### src/rtl/video_timing_tracker.sv
`default_nettype none
// ============================================================================
// Module   : video_timing_tracker
// Brief    : Registers the video stream for one cycle, adds pixel coordinates
//            and frame/line markers, and measures the active geometry to
//            decide when the input timing is stable.
// Revision : 1.0
// ============================================================================
module video_timing_tracker #(
    parameter int XW          = 12,
    parameter int YW          = 11,
    parameter int LOCK_FRAMES = 2
) (
    input  logic          pxlClk,
    input  logic          rst,
    input  logic          vsync,
    input  logic          hsync,
    input  logic          de,
    input  logic [23:0]   pix_in,
    output logic          vsync_o,
    output logic          hsync_o,
    output logic          de_o,
    output logic [23:0]   pix_o,
    output logic [XW-1:0] x,
    output logic [YW-1:0] y,
    output logic          sof,
    output logic          sol,
    output logic [XW-1:0] act_w,
    output logic [YW-1:0] act_h,
    output logic          locked
);

    localparam int            SW       = (LOCK_FRAMES < 1) ? 1 : $clog2(LOCK_FRAMES + 1);
    localparam logic [SW-1:0] LOCK_MAX = SW'(LOCK_FRAMES);
    localparam logic [XW-1:0] COL_MAX  = '1;
    localparam logic [YW-1:0] LINE_MAX = '1;

    logic          vsync_q, vsync_d, hsync_q, hsync_d, de_q, de_d;
    logic [23:0]   pix_q, pix_d;
    logic [XW-1:0] x_q, x_d, col_q, col_d, first_w_q, first_w_d, act_w_q, act_w_d;
    logic [YW-1:0] y_q, y_d, line_q, line_d, act_h_q, act_h_d;
    logic          sof_q, sof_d, sol_q, sol_d, bad_q, bad_d, locked_q, locked_d;
    logic [SW-1:0] stab_q, stab_d;

    logic          eol, eof, first_pix, width_mis, match;
    logic [YW-1:0] line_inc, line_cur, frame_h;
    logic [XW-1:0] frame_w;
    logic          frame_bad;

    // The registered de/vsync copies double as the edge-detect history.
    assign eol       = ~de & de_q;
    assign eof       = vsync & ~vsync_q;
    assign first_pix = de & ~de_q;
    assign line_inc  = (line_q == LINE_MAX) ? line_q : line_q + YW'(1);
    assign line_cur  = eof ? '0 : line_q;
    assign width_mis = (line_q != '0) && (col_q != first_w_q);

    always_comb begin
        vsync_d   = vsync;
        hsync_d   = hsync;
        de_d      = de;
        pix_d     = pix_in;
        x_d       = x_q;
        y_d       = y_q;
        sol_d     = 1'b0;
        sof_d     = 1'b0;
        col_d     = col_q;
        line_d    = line_q;
        first_w_d = first_w_q;
        bad_d     = bad_q;
        act_w_d   = act_w_q;
        act_h_d   = act_h_q;
        stab_d    = stab_q;
        locked_d  = locked_q;
        frame_w   = '0;
        frame_h   = '0;
        frame_bad = 1'b0;
        match     = 1'b0;

        if (de) begin
            x_d   = col_q;
            y_d   = line_cur;
            sol_d = first_pix;
            sof_d = first_pix & (line_cur == '0);
            if (col_q != COL_MAX) begin
                col_d = col_q + XW'(1);
            end
        end

        if (eol) begin
            col_d  = '0;
            line_d = line_inc;
            if (line_q == '0) begin
                first_w_d = col_q;
            end else if (width_mis) begin
                bad_d = 1'b1;
            end
        end

        // A line ending in the same cycle is folded into the frame first.
        if (eof) begin
            frame_h = eol ? line_inc : line_q;
            if (frame_h == '0) begin
                frame_w = '0;
            end else if (eol && (line_q == '0)) begin
                frame_w = col_q;
            end else begin
                frame_w = first_w_q;
            end
            frame_bad = bad_q | (eol & width_mis);
            // act_w/act_h hold the previous frame's geometry until reloaded here.
            match     = ~frame_bad && (frame_h != '0) &&
                        (frame_w == act_w_q) && (frame_h == act_h_q);
            if (!match) begin
                stab_d = '0;
            end else if (stab_q < LOCK_MAX) begin
                stab_d = stab_q + SW'(1);
            end
            locked_d  = (stab_d >= LOCK_MAX);
            act_w_d   = frame_w;
            act_h_d   = frame_h;
            line_d    = '0;
            bad_d     = 1'b0;
            first_w_d = '0;
        end
    end

    always_ff @(posedge pxlClk or negedge rst) begin
        if (!rst) begin
            vsync_q   <= 1'b0;
            hsync_q   <= 1'b0;
            de_q      <= 1'b0;
            pix_q     <= '0;
            x_q       <= '0;
            y_q       <= '0;
            sof_q     <= 1'b0;
            sol_q     <= 1'b0;
            col_q     <= '0;
            line_q    <= '0;
            first_w_q <= '0;
            bad_q     <= 1'b0;
            act_w_q   <= '0;
            act_h_q   <= '0;
            stab_q    <= '0;
            locked_q  <= 1'b0;
        end else begin
            vsync_q   <= vsync_d;
            hsync_q   <= hsync_d;
            de_q      <= de_d;
            pix_q     <= pix_d;
            x_q       <= x_d;
            y_q       <= y_d;
            sof_q     <= sof_d;
            sol_q     <= sol_d;
            col_q     <= col_d;
            line_q    <= line_d;
            first_w_q <= first_w_d;
            bad_q     <= bad_d;
            act_w_q   <= act_w_d;
            act_h_q   <= act_h_d;
            stab_q    <= stab_d;
            locked_q  <= locked_d;
        end
    end

    assign vsync_o = vsync_q;
    assign hsync_o = hsync_q;
    assign de_o    = de_q;
    assign pix_o   = pix_q;
    assign x       = x_q;
    assign y       = y_q;
    assign sof     = sof_q;
    assign sol     = sol_q;
    assign act_w   = act_w_q;
    assign act_h   = act_h_q;
    assign locked  = locked_q;

endmodule
`default_nettype wire
### config.mk
export PLATFORM = sky130hd
export DESIGN_NAME = video_timing_tracker
export DESIGN_NICKNAME = d
export VERILOG_FILES = /design/src/rtl/video_timing_tracker.sv
export SDC_FILE = /design/constraint.sdc
export NUM_CORES = 1
export LEC_CHECK = 0
export CAP_MARGIN = 0
export CORE_ASPECT_RATIO = 1.5
export CORE_MARGIN = 1.5
export CORE_UTILIZATION = 45
export CTS_CLUSTER_SIZE = 28
export DETAILED_ROUTE_END_ITERATION = 8
export MAX_ROUTING_LAYER = met4
export PLACE_DENSITY = 0.7
export RECOVER_POWER = 100
export SYNTH_ARGS = -nofsm -noshare
export SYNTH_HDL_FRONTEND = slang
export SYNTH_SLANG_ARGS = --single-unit
### constraint.sdc
create_clock -name pxlClk -period 7.63 [get_ports pxlClk]
set_input_delay 2.289 -clock pxlClk [delete_from_list [all_inputs] [get_ports pxlClk]]
set_output_delay 2.289 -clock pxlClk [all_outputs]
set_load 0.02 [all_outputs]
# Yosys cells after proc, flatten, opt, wreduce, memory -nomap -nowiden
# Cells that the tools add are included.
# word_totals
regBits	114
input_bits	29
output_inout_bits	76
word_cells	77
# classes
add_sub_neg	3
n_lt_le_gt_ge	2
n_eq_ne	6
n_mux	22
n_bitwise	10
reduce_logical	18
# ops
operator	n
$mux 12	9
$mux 11	4
$logic_not 11->1	3
$reduce_bool 11->1	2
$add 12x1->12 const B	1
$eq 12x12->1	1
$ne 12x12->1	1
$ne 12x12->1 const B	1
$add 11x1->11 const B	1
$eq 11x11->1	1
$eq 11x11->1 const B	1
$reduce_bool 2->1	5
$mux 1	6
$mux 2	3
$and 1x1->1	5
$logic_and 1x1->1	5
$not 1->1	4
$reduce_and 2->1	2
$reduce_and 3->1	1
$add 2x1->2 const B	1
$ge 2x2->1 const B	1
$lt 2x2->1 const B	1
$ne 2x2->1 const B	1
$or 1x1->1	1

# Depth between registers and ports, before layout
# Gate-level depths: netlist of run 1.
# logic_depth
ltp_word	12
ltp_mapped	13
mapped_depth_nobuf	10

# Least setup slack after synthesis of run 1
# Ideal clock, no wire load.
# synth_timing
path_kind	input port to flip-flop
startpoint	in de
endpoint	reg stab_q[1]
setup_ns	0.077
arrival_time_ns	4.174
required_time_ns	7.553
path_slack_ns	3.379
stages	9
n_path_buf	1
cell_sequence	buf_6 > nand3b_4 > o21ai_1 > nand3_1 > or3_4 > or4_1 > a32oi_1 > nand4_1 > o21ai_1
# synth_via
elab_chain_cells	11
elab_cells_between_ends	19
classes_between	eq/ne: 2; mux: 6; bitwise: 5; reduce/logical: 6
# synth_rtl
item	line_no	source
from (decl)	18	input logic de,
$not 1->1 *	51	assign eol = ~de & de_q;
$and 1x1->1 *	51	
$mux 11 / $logic_and 1x1->1 (equally long branches)	-	
$logic_not 11->1 / $mux 12 (equally long branches)	103, 105	
$mux 12	103	if (frame_h == '0) begin
$mux 12	101	if (eof) begin
$eq 12x12->1	113	(frame_w == act_w_q) && (frame_h == act_h_q);
$logic_and 1x1->1	112	match = ~frame_bad && (frame_h != '0) &&
$logic_and 1x1->1 *	113	
$mux 2 *	114	if (!match) begin
$mux 2 *	101	
to (signal assigned)	161	stab_q <= stab_d;
to (decl)	43	logic [SW-1:0] stab_q, stab_d;
# Mark *: on every way between the ends. The rest lies on a longest branch, timed or not. The select of a mux whose other input is x is not followed.
# A chain may end at the register's enable or synchronous reset.

# Worst setup path after layout of run 1
# layout_timing
startpoint	in de
endpoint	reg act_w_q[4] (netlist: act_w[4])
# layout_via
elab_chain_cells	6
elab_cells_between_ends	8
classes_between	mux: 4; bitwise: 2; reduce/logical: 2
# layout_rtl
item	line_no	source
$not 1->1 *	51	
$and 1x1->1 *	51	
$mux 11 / $logic_and 1x1->1 (equally long branches)	-	
$logic_not 11->1 / $mux 12 (equally long branches)	103, 105	
$mux 12 *	103	
$mux 12 *	101	
to (signal assigned)	159	act_w_q <= act_w_d;
to (decl)	40	logic [XW-1:0] x_q, x_d, col_q, col_d, first_w_q, first_w_d, act_w_q, act_w_d;
# Marked as above.

==> results of run 1 <==
[per-layer routing]
layer  up-vias  wire length (um)
li1       2232                 -
met4         0               658
met1      2368              6330
met3        55               678
met2       191              8430
met5         -                 0
[synthesized netlist by cell type (all sizes together), types with 8 or more instances]
cell type	number	area share, %
nand2b	27	3.0
o21ai	32	2.7
nand2	68	4.3
clkbuf	23	1.4
a21oi	14	1.2
dfrtp	114	48
o2bb2ai	11	1.6
mux2i	13	2.5
xor2	25	3.7
mux2	14	2.7
and2	8	0.84
and3	8	0.84
nand3	15	1.6
o31ai	21	2.6
buf	18	2.7
nor2	40	2.5
nor4	11	2.0
nand4	18	2.5
inv	11	0.69
[sequential cells by signal, indices dropped and copies added, names as in the netlist, 2 cells and up]
signal / count
col_q: 12
pix_o: 24
line_q: 11
act_w: 12
x: 12
first_w_q: 12
act_h: 11
stab_q: 2
y: 11
[report_power, final]
part           switching [mW]  internal [mW]  total, mW
sequential             0.0414          0.640      0.682
clock                   0.277          0.610      0.887
combinational           0.160          0.105      0.265
[final timing paths]
check / end / slack, ns / cells past startpoint
min in group asynchronous: act_h[0] / 3.23 / 1
max reg2reg: stab_q[1] / 3.19 / 9
max in group asynchronous: first_w_q[8] / 2.19 / 1
min reg2reg: y[8] / 0.47 / 1
min: y[8] / 0.47 / 1
max: act_w[4] / 1.45 / 8
[kinds of logic after synthesis]
| logic type | after synthesis |
|---|---|
| flip-flops | 114 |
| AND/OR/NAND/NOR | 224 |
| AO/OA/AOI/OAI | 122 |
| multiplexers | 27 |
| buffers and inverters | 53 |
| adder cells (fa/ha/maj) | 4 |
| XOR/XNOR | 30 |
[critical path, stage by stage]
cell,delay (ns)
clkdlybuf4s50_1,0.56
clkbuf_1,1.35
nand3b_1,0.37
or3_1,0.19
nand3_1,0.19
or3_1,0.51
nor2_1,0.80
o31ai_1,0.16
[layout make-up]
cell class	count	area [um^2]	area share [%]
timing repair buffer	108	1060	14.0
sequential	114	2850	37.6
inverter	12	45.0	0.594
tap	159	199	2.62
clock buffer	21	480	6.34
multi-input combinational	407	2770	36.5
clock inverter	9	178	2.34
[through the flow]
step           cell area (um^2)  hold WS, ns
5_1_grt                    7580        0.491
6_report                   7580        0.473
2_1_floorplan              5970        0.450
4_1_cts                    7660        0.487
3_3_place_gp               7000        0.468
3_5_place_dp               7000        0.473
[layout by cell type, fill, tap and decap left out, types with 4 or more instances in the layout]
master and instances:
xor2_1 25, and3_1 8, xnor2_1 5, nand4_1 16, nor2_1 40, nor4_1 7, ha_1 4, o2bb2ai_1 11
nand3_1 13, nand2_1 67, or4_1 4, o21ai_0 31, a21oi_1 14, o22ai_1 4, mux2i_1 12, dlygate4sd3_1 102
nand2b_1 26, clkbuf_8 4, and2_0 5, dfrtp_1 114, inv_1 11, a31oi_1 6, a21boi_0 4, mux2_2 13
bufinv_16 5, o31ai_1 21, clkbuf_16 17
==> impl_metrics.env, run 1 <==
export IMPL_finalCriticalPeriod_ns=6.18
export IMPL_grt_pass1_vias=4886
export IMPL_grt_usage_pct=24.8
export IMPL_placed_cells=800
export IMPL_die_w_um=97.1
export IMPL_leakagePower_nw=3.42
export IMPL_clk_pin_slew_worst_paths_ns=0.05
export IMPL_cts_buffer_depth=2
export IMPL_slew_headroom_pct=-160
export IMPL_grt_pass1_wl_um=26200
export IMPL_cts_hold_buf=0
export IMPL_grt_max_degree=71
export IMPL_fillers=1112
export IMPL_wl_per_cell_um=19.4
export IMPL_synth_xor_area_share_pct=4.40
export IMPL_portBuffers=104
export IMPL_crit_arrival_ns=6.42
export IMPL_vias=4846
export IMPL_cellPowerDensity_nw_per_um2=242
export IMPL_die_area_um2=14000
export IMPL_grt_use_met2_pct=42.1
export IMPL_syn_to_final_growth_pct=27.0
export IMPL_ys_ff_latch=114
export IMPL_synthMuxAreaShare_pct=5.15
export IMPL_postCtsSetupRepairBufs=0
export IMPL_syn_nets=607
export IMPL_synth_warnings=0
export IMPL_antenna_cells=0
export IMPL_critPathRequiredTime_ns=7.87
export IMPL_fmax_mhz=162
export IMPL_preCtsSetupSlack_ns=1.72
export IMPL_p_total_mw=1.83
export IMPL_ios=105
export IMPL_cts_resized=0
export IMPL_dieHeight_um=144
export IMPL_maxCapViolations=2
export IMPL_path_max_fanout=37
export IMPL_gr_usage_met1_pct=27.8
export IMPL_synthSimpleGateAreaFrac_pct=22.0
export IMPL_netlist_instances=574
export IMPL_setup_ws_ns=1.45
export IMPL_vias_per_cell=5.84
export IMPL_fin_crit_sh_pct=81.0
export IMPL_cts_sinks=114
export IMPL_timing_rr_start="line_q[0]"
export IMPL_synth_area_um2=5970
export IMPL_synthAdderAreaFrac_pct=0.838
export IMPL_end_kind="flop"
export IMPL_synthFlopType="dfrtp_1"
export IMPL_cts_max_level=4
export IMPL_synth_seq_area_share_pct=47.8
export IMPL_synth_top_family_by_area="simple AND/OR/NAND/NOR gates"
export IMPL_ant_nets=0
export IMPL_synth_edf_count=0
export IMPL_cts_tree="done"
export IMPL_status="finished with violations"
export IMPL_ir_drop_uv=161
export IMPL_grt_util_met3_pct=4.35
export IMPL_startpoint_type="primary input"
export IMPL_clk_latency_ns=0.41
export IMPL_core_um2=13000
export IMPL_setup_tns_ns=0
export IMPL_place_congestion=0.996
export IMPL_start_util_pct=46.1
export IMPL_synth_cell_types=80
export IMPL_finalHoldViolCount=0
export IMPL_rows=51
export IMPL_drv_slew=109
export IMPL_antenna_found_initial=0
export IMPL_drtIter0Drc=294
export IMPL_worst_pin_slew_ns=3.90
export IMPL_cts_root_buffer="clkbuf_16"
export IMPL_numCtsBuffers=17
export IMPL_synth_compound_area_share_pct=15.0
export IMPL_stdcell_count=830
export IMPL_path_class="in -> reg"
export IMPL_layout_nets=693
export IMPL_drt_wl_total_um=16100
export IMPL_violations="max-capacitance violations, max-slew violations"
export IMPL_grt_setup_unrepaired="false"
export IMPL_hp_start="y[8]"
export IMPL_drt_first_pass_iters=5
export IMPL_finalSetupViolCount=0
export IMPL_drive_gt1_share_pct=9.99
export IMPL_busiest_layer="met2"
export IMPL_gr_total_overflow=0
export IMPL_clock_skew_ns=0.00889
export IMPL_avgSynthCellArea_um2=10.4
export IMPL_crit_path_start="de"
export IMPL_utilization_pct=58.5
export IMPL_async_flop_share_pct=100
export IMPL_min_path_type="reg -> reg"
export IMPL_dp_hpwl_um=11300
export IMPL_drc=0
Note: power is estimated with default switching activity, not from simulation.
==> run 2: changes to the inputs <==
- PLACE_DENSITY: 0.7 -> 0.73
- clock period: 7.63 -> 5.6 ns (I/O delays scaled with it)
==> run 2 against run 1 <==
Net effect: the run still ends with max-capacitance violations, max-slew violations left; critical path depth stayed put; critical path type unchanged; combinational power is 36% higher; flip-flop and latch count stayed put; worst hold slack better by 0.0046 ns; clock power is 13% higher; largest cell class unchanged; count of clock-buffer cells in the layout is 3 lower; cell count is 0.48% higher; sequential power is 37% higher.
==> impl_metrics.env, run 2 (synthesis results as in run 1) <==
export IMPL_drc=0
export IMPL_r2r_slack_ns=1.90
export IMPL_place_congestion=0.970
export IMPL_drv_slew=115
export IMPL_critical_path_buf_inv_count=2
export IMPL_path_class="in -> reg"
export IMPL_fillers=1115
export IMPL_grt_setup_unrepaired="false"
export IMPL_hold_path_depth=1
export IMPL_dp_hpwl_um=11800
export IMPL_die_area_um2=14000
export IMPL_status="finished with violations"
export IMPL_finalCriticalPeriod_ns=4.94
export IMPL_cts_root_buffer="clkbuf_16"
export IMPL_maxCapViolations=2
export IMPL_end_kind="flop"
export IMPL_wl_per_cell_um=20.0
export IMPL_cts_resized=0
export IMPL_rows=51
export IMPL_fin_crit_sh_pct=88.2
export IMPL_crit_slowest_cell="nor2b_1"
export IMPL_start_util_pct=46.1
export IMPL_cts_hold_buf=0
export IMPL_layout_nets=695
export IMPL_drive_gt1_share_pct=10.8
export IMPL_wl_met2_um=8970
export IMPL_hold_end="y[6]"
export IMPL_drtIter0Drc=210
export IMPL_postCtsSetupRepairBufs=0
export IMPL_die_w_um=97.1
export IMPL_grt_pass1_vias=5032
export IMPL_ant_nets=0
export IMPL_leakagePower_nw=3.38
export IMPL_cts_buffer_depth=2
export IMPL_p_total_mw=2.30
export IMPL_ios=105
export IMPL_timing_rr_start="line_q[0]"
export IMPL_numCtsBuffers=17
export IMPL_largest_register_ffs=24
export IMPL_critPathRequiredTime_ns=5.87
export IMPL_cts_sinks=114
export IMPL_gr_total_overflow=0
export IMPL_cts_max_level=4
export IMPL_syn_to_final_growth_pct=25.5
export IMPL_drt_met1_wl_um=6380
export IMPL_fmax_mhz=202
export IMPL_grt_usage_pct=25.5
export IMPL_antenna_found_initial=0
export IMPL_drt_wl_total_um=16700
export IMPL_final_cell_mix="dfrtp_1, dlygate4sd3_1, nand2_1"
export IMPL_utilization_pct=57.9
export IMPL_min_path_type="reg -> reg"
export IMPL_path_max_fanout=13
export IMPL_antenna_cells=0
export IMPL_r2r_end="stab_q[1]"
export IMPL_vias=4886
export IMPL_crit_family="compound AO/OA/AOI/OAI gates"
export IMPL_dieHeight_um=144
export IMPL_clk_pin_slew_worst_paths_ns=0.06
export IMPL_core_um2=13000
export IMPL_finalSetupViolCount=0
export IMPL_hp_start="y[6]"
export IMPL_dr_wl_met3_um=626
export IMPL_crit_chain="dlygate4sd3_1 -> nor2b_1 -> a31oi_1 -> o2bb2a_1 -> nand4_4 -> nor2_1 -> clkbuf_1 -> o31ai_1"
export IMPL_clk_latency_ns=0.41
export IMPL_worst_pin_slew_ns=2.94
export IMPL_grt_pass1_wl_um=26700
export IMPL_ir_drop_uv=195
export IMPL_drt_first_pass_iters=5
export IMPL_portBuffers=104
export IMPL_violations="max-capacitance violations, max-slew violations"
export IMPL_vias_per_cell=5.86
export IMPL_cts_tree="done"
export IMPL_grt_max_degree=76
export IMPL_cellPowerDensity_nw_per_um2=306
export IMPL_max_stage_delay_ns=0.90
export IMPL_top_layer="met4"
export IMPL_layout_commonest_cell="dfrtp_1"
export IMPL_finalHoldViolCount=0
export IMPL_crit_arrival_ns=5.22
export IMPL_clock_skew_ns=0.00990
export IMPL_startpoint_type="primary input"
export IMPL_slew_headroom_pct=-96.5
export IMPL_r2r_cells=11
export IMPL_setup_tns_ns=0
-- run 2: cell types whose count changed in the layout (fill, tap and decap cells not counted), moves of 3 or more --
cell	previous run	this run
and2_0	5	2
and2_1	3	6
bufinv_16	5	0
clkbuf_8	4	1
inv_6	0	4
-- run 2: layout make-up --
cell class | count | area [um^2] | share of cell area (%)
well taps | 159 | 199 | 2.65
multi-input cells | 407 | 2790 | 37.2
repair buffers | 110 | 1070 | 14.2
clock inverters | 14 | 105 | 1.40
clock buffers | 18 | 439 | 5.86
flip-flops and latches | 114 | 2850 | 38.1
inverters | 12 | 45.0 | 0.601
-- run 2: per-stage QoR --
step	setup slack, ns	hold WS [ns]	std cells	area [um^2]
after global routing	0.556	0.492	834	7490
after floorplan	1.96	0.450	574	5970
after CTS	1.26	0.489	834	7560
after detailed placement	0.854	0.472	802	7010
after global placement	0.960	0.469	802	7010
final	0.658	0.477	834	7490
-- run 2: worst max-delay path by stage --
| stage | start | end | slack [ns] | depth (start not counted) |
|---|---|---|---|---|
| after floorplan | de | stab_q[1] | 1.96 | 9 |
| after global placement | de | stab_q[1] | 0.96 | 10 |
| after detailed placement | de | stab_q[1] | 0.85 | 10 |
| after CTS | de | stab_q[1] | 1.26 | 10 |
| after global routing | de | act_w[1] | 0.56 | 8 |
| final | de | act_w[1] | 0.66 | 8 |
-- run 2: power by group --
group | total (mW) | internal [mW] | switching, mW
clock | 1.00 | 0.580 | 0.419
combinational | 0.361 | 0.147 | 0.214
sequential | 0.934 | 0.872 | 0.0624
-- run 2: layer usage --
| metal | global-route usage (%) | up-vias |
|---|---|---|
| met5 | - | - |
| met1 | 27.5 | 2431 |
| li1 | - | 2237 |
| met3 | 4.25 | 48 |
| met2 | 45.0 | 170 |
| met4 | 13.6 | 0 |
